**config.mk**
```make
export PLATFORM = sky130hd
export DESIGN_NAME = multi_channel_dwell_timer
export DESIGN_NICKNAME = d
export VERILOG_FILES = /design/src/rtl/multi_channel_dwell_timer.sv
export SDC_FILE = /design/constraint.sdc
export NUM_CORES = 1
export LEC_CHECK = 0
export CORE_AREA = 4 4 183 185
export DETAILED_ROUTE_END_ITERATION = 10
export DIE_AREA = 0 0 187 189
export GPL_TIMING_DRIVEN = 1
export PLACE_DENSITY = 0.42
export SYNTH_ARGS = -nofsm -noshare
export SYNTH_HDL_FRONTEND = slang
export SYNTH_SLANG_ARGS = --single-unit
```
**constraint.sdc**
```tcl
create_clock -name clk -period 6.49 [get_ports clk]
set_input_delay 1.298 -clock clk [delete_from_list [all_inputs] [get_ports clk]]
set_output_delay 1.298 -clock clk [all_outputs]
set_load 0.01 [all_outputs]
```
**src/rtl/multi_channel_dwell_timer.sv**
```systemverilog
// NCH independent down-counting dwell timers with one-shot / auto-reload expiry,
// synchronous load/abort and a registered one-cycle done pulse per channel.
module multi_channel_dwell_timer #(
  parameter int WIDTH = 16,
  parameter int NCH   = 4
) (
  input  logic                   clk,
  input  logic                   rst_n,
  input  logic [NCH-1:0]         load,
  input  logic [NCH*WIDTH-1:0]   limit,
  input  logic [NCH-1:0]         en,
  input  logic [NCH-1:0]         reload_mode,
  input  logic [NCH-1:0]         abort,
  output logic [NCH*WIDTH-1:0]   count,
  output logic [NCH-1:0]         busy,
  output logic [NCH-1:0]         done,
  output logic                   any_busy
);

  // Per-channel state; the state bit is what busy reports, so busy is the
  // externally visible view of each channel's FSM.
  localparam logic ST_IDLE = 1'b0;
  localparam logic ST_RUN  = 1'b1;

  localparam logic [WIDTH-1:0] CNT_ZERO = '0;
  localparam logic [WIDTH-1:0] CNT_ONE  = {{(WIDTH-1){1'b0}}, 1'b1};

  logic [NCH-1:0]            state_q, state_d;
  logic [NCH-1:0]            done_q,  done_d;
  logic [NCH-1:0][WIDTH-1:0] count_q, count_d;
  logic [NCH-1:0][WIDTH-1:0] rld_q,   rld_d;

  // Priority per channel: abort > load > decrement/expiry > hold.
  // RUN always carries a nonzero count, so the terminal test is count == 1.
  always_comb begin
    state_d = state_q;
    count_d = count_q;
    rld_d   = rld_q;
    done_d  = '0;
    for (int i = 0; i < NCH; i++) begin
      if (abort[i]) begin
        state_d[i] = ST_IDLE;
        count_d[i] = CNT_ZERO;
      end else if (load[i]) begin
        rld_d[i]   = limit[i*WIDTH +: WIDTH];
        count_d[i] = limit[i*WIDTH +: WIDTH];
        if (limit[i*WIDTH +: WIDTH] != CNT_ZERO) begin
          state_d[i] = ST_RUN;
        end else begin
          state_d[i] = ST_IDLE;
          done_d[i]  = 1'b1;
        end
      end else if (state_q[i] == ST_RUN && en[i]) begin
        if (count_q[i] == CNT_ONE) begin
          done_d[i] = 1'b1;
          if (reload_mode[i]) begin
            count_d[i] = rld_q[i];
          end else begin
            count_d[i] = CNT_ZERO;
            state_d[i] = ST_IDLE;
          end
        end else begin
          count_d[i] = count_q[i] - CNT_ONE;
        end
      end
    end
  end

  always_ff @(posedge clk or negedge rst_n) begin
    if (!rst_n) begin
      state_q <= '0;
      done_q  <= '0;
      count_q <= '0;
      rld_q   <= '0;
    end else begin
      state_q <= state_d;
      done_q  <= done_d;
      count_q <= count_d;
      rld_q   <= rld_d;
    end
  end

  always_comb begin
    count = '0;
    for (int i = 0; i < NCH; i++) begin
      count[i*WIDTH +: WIDTH] = count_q[i];
    end
  end

  assign busy     = state_q;
  assign done     = done_q;
  assign any_busy = |state_q;

endmodule

```
==> Word-level counts from Yosys, hierarchy flattened <==
Cells that the tools add are included.
{ "classes": {"addsub": 4, "n_eq_ne": 8, "mux": 64, "n_bitwise": 4, "n_reduce_logical": 25} }
{ "ops": {"columns": ["operator", "n"], "rows": [
  ["16-bit 2-to-1 mux", 20],
  ["16-bit by 1-bit equality test with 1-bit output (second input constant)", 4],
  ["16-bit nonzero test", 4],
  ["16-bit by 1-bit subtractor with 16-bit output (second input constant)", 4],
  ["1-bit 2-to-1 mux", 44],
  ["3-bit nonzero test", 8],
  ["3-bit by 2-bit != test with 1-bit output (second input constant)", 4],
  ["3-bit AND reduction", 4],
  ["2-bit AND reduction", 4],
  ["1-bit logical AND", 4],
  ["1-bit NOT", 4],
  ["4-bit OR reduction", 1]
]} }
{ "word_totals": {"regBits": 136, "elab_cells": 118} }

==> Longest topological paths before layout <==
{ "depth": {"depth_word": 5, "depth_mapped": 9, "depth_no_buf": 7} }

==> Worst setup path after synthesis <==
Ideal clock, no wire load.
{ "synth_timing": {"kind": "input to register", "from": "in abort[0]", "to": "reg count_q (netlist bit count[13])", "arrival_time_ns": 2.547, "slack_ns": 3.856, "stages": 6, "n_path_buf": 1, "cell_sequence": "clkbuf_1 -> nor2_1 -> nand2_1 -> a221oi_1 -> o31ai_1 -> o211ai_1"} }
{ "synth_via": {"elab_chain_len": 1} }
{ "synth_lines": {"columns": ["element", "line", "text"], "rows": [
  ["from (decl)", "13", "input logic [NCH-1:0] abort,"],
  ["3-bit nonzero test (no source line) or 16-bit 2-to-1 mux (tied branches)", null, null],
  ["to (signal assigned)", "78", "count_q <= count_d;"],
  ["to (decl)", "30", "logic [NCH-1:0][WIDTH-1:0] count_q, count_d;"]
]} }
Several ways; a longest one is shown, not always the timed one.
A chain may end at the register's enable or synchronous reset.

==> Worst setup path after layout <==
{ "layout_timing": {"from": "in load[1]", "to": "reg rld_q[17] in the netlist's numbering"} }
{ "layout_via": {"elab_chain_len": 1} }
{ "layout_lines": {"columns": ["element", "line", "text"], "rows": [
  ["from (decl)", "9", "input logic [NCH-1:0] load,"],
  ["2-bit AND reduction (no source line)", null, null],
  ["to (signal assigned)", "79", "rld_q <= rld_d;"],
  ["to (decl)", "31", "logic [NCH-1:0][WIDTH-1:0] rld_q, rld_d;"]
]} }
Every way passes these cells.

==> impl_metrics.py <==
metrics = {
    "clocking": {
        "cts_setup_buffers": 0,
        "cts_tree": "done",
        "clkTransAtPathRegs_ns": 0.06,
        "cts_buffers": 17,
        "ctsRootBufferMaster": "clkbuf_16",
        "cts_sinks": 136,
        "htree_levels": 4,
        "insertion_delay_ns": 0.44,
        "cts_resized": 0,
        "ctsHoldBuffers": 0,
        "clockBufferDepth": 2,
    },
    "sta": {
        "relSlewSlack": 0.3249,
        "finalHoldViolations": 0,
        "post-route-period-util": 0.5071,
        "setup-violations-final": 0,
        "rsz0062_at_grt": "false",
        "final.min_clock_period_ns": 3.291,
        "worst-slew-pin-transition_ns": 1.005,
        "fin_tns_setup_ns": 0,
        "fmax_mhz": 303.8,
        "slew_viol_final": 0,
        "clock_skew_ns": 0.009421,
    },
    "synthesis": {
        "ys_ff_latch": 136,
        "syn_inst": 916,
        "synthDistinctLibCells": 76,
        "synthesis.area_um2": 7905,
        "synthFlopType": "dfrtp_1",
        "yosysWarningCount": 0,
        "ys_seq_area_frac": 0.4305,
        "syn_nets": 1006,
        "async_reset_ff_frac": 1.000,
        "synth_edf_count": 0,
        "syn_area_per_cell_um2": 8.630,
    },
    "worst_hold_path": {
        "hp-start": "rld_q[0]",
        "holdPathEnd": "rld_q[0]",
        "hp-class": "flip-flop to flip-flop",
        "whs_path_depth": 2,
    },
    "place": {
        "portBuffers": 154,
        "dpl.hpwl_um": 20220,
        "place_congestion": 0.7884,
    },
    "route": {
        "via_count": 7430,
        "viasPerCell": 5.068,
        "wire_per_inst_um": 19.41,
        "drc_errors": 0,
        "drt-initial-drc-count": 421,
        "drt-pass1-iter-count": 5,
        "wirelength_um": 28450,
        "drtAntennaViolNets": 0,
    },
    "power_and_ir_drop": {
        "p_leak_nw": 4.360,
        "ir_drop_mv": 0.1810,
        "cellPowerDensity_nw_per_um2": 262.1,
    },
    "setup_path": {
        "path_class": "primary input to flip-flop",
        "end_kind": "flip-flop",
        "slowest_stage": "clkdlybuf4s50_1",
        "reg2reg_depth": 7,
        "crit_path_start_kind": "primary input",
        "slowest_delay_ns": 0.81,
        "cp.required_ns": 6.81,
        "r2r-start": "count[49]",
        "r2r_slack_ns": 3.58,
        "crit_chain": "clkdlybuf4s50_1 > inv_1 > nor2_2 > buf_4 > mux2_2",
        "reg2reg_to": "count[50]",
        "crit_arrival_ns": 3.61,
        "worstPathMaxFanout": 18,
    },
    "global_routing": {
        "gr-total-overflow": 0,
        "grtUsageTotal": 0.1605,
        "antenna_found_initial": 1,
        "grt_pass1_wl_um": 45100,
        "grt_max_degree": 57,
        "grt_pass1_vias": 7468,
    },
    "final_layout": {
        "layout_common_cells": "nand2_1, clkdlybuf4s50_1, dfrtp_1",
        "post-route-util": 0.3271,
        "area_delta_synth_final_pct": 32.57,
        "fin_nets": 1136,
        "final_common_cell": "nand2_1",
        "drive_above_1_share": 0.07656,
        "diodes": 0,
    },
    "floorplanning": {
        "die_w_um": 187,
        "rows": 66,
        "start_util": 0.2467,
        "die_h_um": 189,
        "core_area_um2": 32040,
        "io_pins": 155,
        "die_area_um2": 35340,
    },
    "status": {
        "status": "finished, final reports clean",
    },
    "job": {
        "cap_violations": 0,
    },
}
flip-flops by register name, summed over array words and instances, names as in the netlist:
register / count
count: 64
rld_q: 64
busy: 4
done: 4
how the worst max path moves through the flow:
stage / start / to / slack (ns) / cells past startpoint
global placement: load[1] / rld_q[25] / 2.78 / 5
floorplan: abort[0] / count[13] / 3.86 / 6
detailed placement: load[1] / rld_q[20] / 2.78 / 5
finish: load[1] / rld_q[17] / 3.20 / 5
CTS: busy[0] / any_busy / 3.17 / 2
global route: load[1] / rld_q[20] / 3.04 / 5
area by class of cell:
| cell class | instances | area, um^2 |
|---|---|---|
| clock buffers | 23 | 498.0 |
| clock inverters | 8 | 165.2 |
| fillers | 3377 | 21560 |
| inverters | 29 | 108.9 |
| multi-input cells | 699 | 4184 |
| flip-flops and latches | 136 | 3403 |
| well taps | 408 | 510.5 |
| repair buffers | 163 | 1610 |
cell usage after synthesis (8+ instances only):
cell type	number	area, um^2
inv_1	29	108.9
a31oi_1	17	106.4
nand2b_1	10	62.56
nor4_1	24	150.1
nor2_1	49	183.9
nand4_1	8	50.05
xor2_1	17	148.9
or4_1	8	60.06
ha_1	8	100.1
mux2_2	19	214.0
nor3_1	30	150.1
nand2_1	206	773.2
a21oi_1	52	260.3
and3_1	11	68.82
clkbuf_1	47	176.4
o31ai_1	17	127.6
nand3_1	13	65.06
dfrtp_1	136	3403
xnor2_1	21	183.9
o21ai_0	36	180.2
o211ai_1	11	82.58
a22oi_1	22	165.2
report_power, final:
group / switching, mW / leakage [nW] / internal [mW]
combinational: 0.314 / 2.30 / 0.280
clock: 0.388 / 0.329 / 0.729
sequential: 0.101 / 1.73 / 0.934
total: 0.803 / 4.36 / 1.94
worst max-delay path, delay by kind of cell:
kind | cells | cell delay, ns
buffers and inverters | 3 | 1.37
and+or+nand+nor | 1 | 0.58
muxes | 1 | 0.36
layer usage:
| metal | global-route usage | wire [um] | vias to the layer above |
|---|---|---|---|
| met1 | 0.2195 | 13390 | 3665 |
| met3 | 0.03632 | 1237 | 21 |
| met2 | 0.2584 | 13500 | 174 |
| met5 | 0 | 0 | - |
| li1 | - | - | 3570 |
| met4 | 0.04152 | 330 | 0 |
through the flow:
stage	worst slack, ns	power (mW)	instance area [um^2]	cells	hold WS (ns)
after global placement	2.781	1.646	9817	1435	0.4509
after CTS	3.173	2.787	10480	1466	0.4734
after floorplan	3.856	1.372	7905	916	0.4379
after global routing	3.041	2.903	10480	1466	0.4986
final	3.199	2.747	10480	1466	0.4724
after detailed placement	2.779	1.646	9817	1435	0.4560
kinds of logic after synthesis:
group | after synthesis | share of synthesized area
buffers and inverters | 81 | 0.04052
AO/OA/AOI/OAI | 215 | 0.1831
AND/OR/NAND/NOR | 412 | 0.2551
adder cells (fa/ha/maj) | 8 | 0.01266
XOR/XNOR | 38 | 0.04210
multiplexers | 26 | 0.03593
flip-flops | 136 | 0.4305
No activity file was read; power rests on OpenSTA's default activity.
==> edit (same settings) <==
Register the output `count`, without a reset; this adds one clock of latency there. The other outputs are not delayed to match.
--- a/src/rtl/multi_channel_dwell_timer.sv
+++ b/src/rtl/multi_channel_dwell_timer.sv
@@ -24,6 +24,8 @@
 
   localparam logic [WIDTH-1:0] CNT_ZERO = '0;
   localparam logic [WIDTH-1:0] CNT_ONE  = {{(WIDTH-1){1'b0}}, 1'b1};
+
+  logic [NCH*WIDTH-1:0] count_c;
 
   logic [NCH-1:0]            state_q, state_d;
   logic [NCH-1:0]            done_q,  done_d;
@@ -81,9 +83,9 @@
   end
 
   always_comb begin
-    count = '0;
+    count_c = '0;
     for (int i = 0; i < NCH; i++) begin
-      count[i*WIDTH +: WIDTH] = count_q[i];
+      count_c[i*WIDTH +: WIDTH] = count_q[i];
     end
   end
 
@@ -91,5 +93,9 @@
   assign done     = done_q;
   assign any_busy = |state_q;
 
+  always_ff @(posedge clk) begin
+    count <= count_c;
+  end
+
 endmodule
 
Formal check against the unedited RTL: not equivalent (a bounded check fails within 4 cycles, from zero or initial values and one cycle with rst_n low).
==> edit against the original RTL <==
Sequential share of layout area grew 7.5 points. Non-clock buffer count decreased by 3. Fmax down 0.63%. Sequential cell count rose by 64. Final area grew 12%. Wire length grew 0.72%. Power grew 11%. Area after synthesis is 17% higher. Worst setup slack got worse by 0.021 ns. First-iteration DRC count up 29%. Largest cell class is now sequential cells. Largest power group is now sequential cells.
==> edit: results (changes against the original RTL) <==
layout:
  fillCellCount: 3255  # was 3377
  final_net_count: 1207  # was 1136
grt:
  initial_antenna_violation_count: 0  # was 1
  grt_first_pass_wirelength_um: 46300  # was 45100 um
  grt_max_degree: 99  # was 57
  grt_util_all_layers: 0.162  # was 0.161
worst_hold_path:
  hold-path-cell-count: 0  # was 2
worst_setup_path:
  crit_path_top_delay_cell: "sky130_fd_sc_hd__nor2b_1"  # was sky130_fd_sc_hd__clkdlybuf4s50_1
  critical_path.endpoint: "count_c[22]$_DFFE_PN0P_"  # was rld_q[17]$_DFFE_PN0P_
  r2r_cells: 6  # was 7
  r2r_slack_ns: 3.52  # was 3.58 ns
synth:
  synth_fp_nets: 1076  # was 1006
  count_of_unique_library_cells_instantiated_by_yosys: 69  # was 76
  synthTopCellsByCount: "184 x sky130_fd_sc_hd__nand2_1, 136 x sky130_fd_sc_hd__dfrtp_1, 65 x sky130_fd_sc_hd__a21oi_1"  # was 206 x sky130_fd_sc_hd__nand2_1, 136 x sky130_fd_sc_hd__dfrtp_1, 52 x sky130_fd_sc_hd__a21oi_1
  synth_cells: 986  # was 916
  compound_cell_area_share_of_the_yosys_netlist: 0.165  # was 0.183
  synth.mux.area_fraction: 0.0214  # was 0.0359
  synth_sequential_area_ratio: 0.508  # was 0.431
sta:
  slew-limit-headroom: 0.224  # was 0.325
power:
  largest_vdd_supply_drop_mv: 0.159  # was 0.181 mV
  power.switching_uw: 885  # was 803 uW
  p_leak_uw: 0.00478  # was 0.00436 uW
clock_tree:
  clkTransAtPathRegs_ns: 0.08  # was 0.06 ns
outcome:
  outcome: "finished clean"  # unchanged
detailed_routing:
  detailroute.via_count: 7807  # was 7430
  drt-total-wl_um: 28700  # was 28500 um
  dr.first_iter.drc_count: 544  # was 421
placed_design:
  globalplace.congestion: 0.789  # was 0.788
[edit: changes by cell type after synthesis, sizes merged, moves of 8 or more]
cell   before  now
and3       11    1
nand2     207  186
dfxtp       0   64
a31oi      17   28
a21oi      52   65
inv        29   37
nand3      13   28
[edit: metrics by stage]
step                power (uW)  worst slack, ns  hold WS [ns]   util
global route              3220             2.98         0.471  0.366
detailed placement        2010             2.76         0.430  0.348
CTS                       3100             3.17         0.447  0.366
finish                    3050             3.18         0.443  0.366
floorplan                 1750             3.99         0.345      -
global placement          2010             2.71         0.440  0.348
[edit: logic make-up after synthesis]
group | Yosys count
AND/OR/NAND/NOR | 403
AO/OA/AOI/OAI | 235
buffers and inverters | 85
XOR/XNOR | 37
multiplexers | 18
flip-flops | 200
adder cells (fa/ha/maj) | 8
[edit: layer usage]
layer / up-vias / global-route usage / part of all wire
met1: 3807 / 0.240 / 0.50
met2: 175 / 0.250 / 0.45
li1: 3817 / - / -
met4: 0 / 0.0350 / 0.0068
met3: 8 / 0.0280 / 0.038
met5: - / 0 / 0
[edit: worst min path at each step]
stage	to	slack, ns
2_1_floorplan	count[13]$_DFF_P_	0.35
3_3_place_gp	count[1]$_DFF_P_	0.44
3_5_place_dp	count[31]$_DFF_P_	0.43
4_1_cts	count[31]$_DFF_P_	0.45
5_1_grt	count[1]$_DFF_P_	0.47
6_report	count[31]$_DFF_P_	0.44
[edit: cell type report]
| cell class | count | area (um^2) | share of cell area |
|---|---|---|---|
| flip-flops and latches | 200 | 4680 | 0.399 |
| multi-input cells | 701 | 4220 | 0.360 |
| repair buffers | 160 | 1590 | 0.135 |
| well taps | 408 | 510 | 0.0435 |
| clock buffers | 21 | 470 | 0.0401 |
| inverters | 37 | 139 | 0.0118 |
| clock inverters | 11 | 111 | 0.00950 |
[edit: power groups by stage]
stage	registers, uW	clock network, uW	logic (uW)
final	1450	1070	524
after global placement	1480	0	531
after detailed placement	1480	0	528
after floorplan	1460	0	290
after global routing	1470	1160	585
after CTS	1450	1110	530
[edit: worst max-delay path, delay by kind of cell]
family	cells	cell delay (ns)
buf+inv	1	0.83
simple gates	2	1.30
compound gates	1	0.22
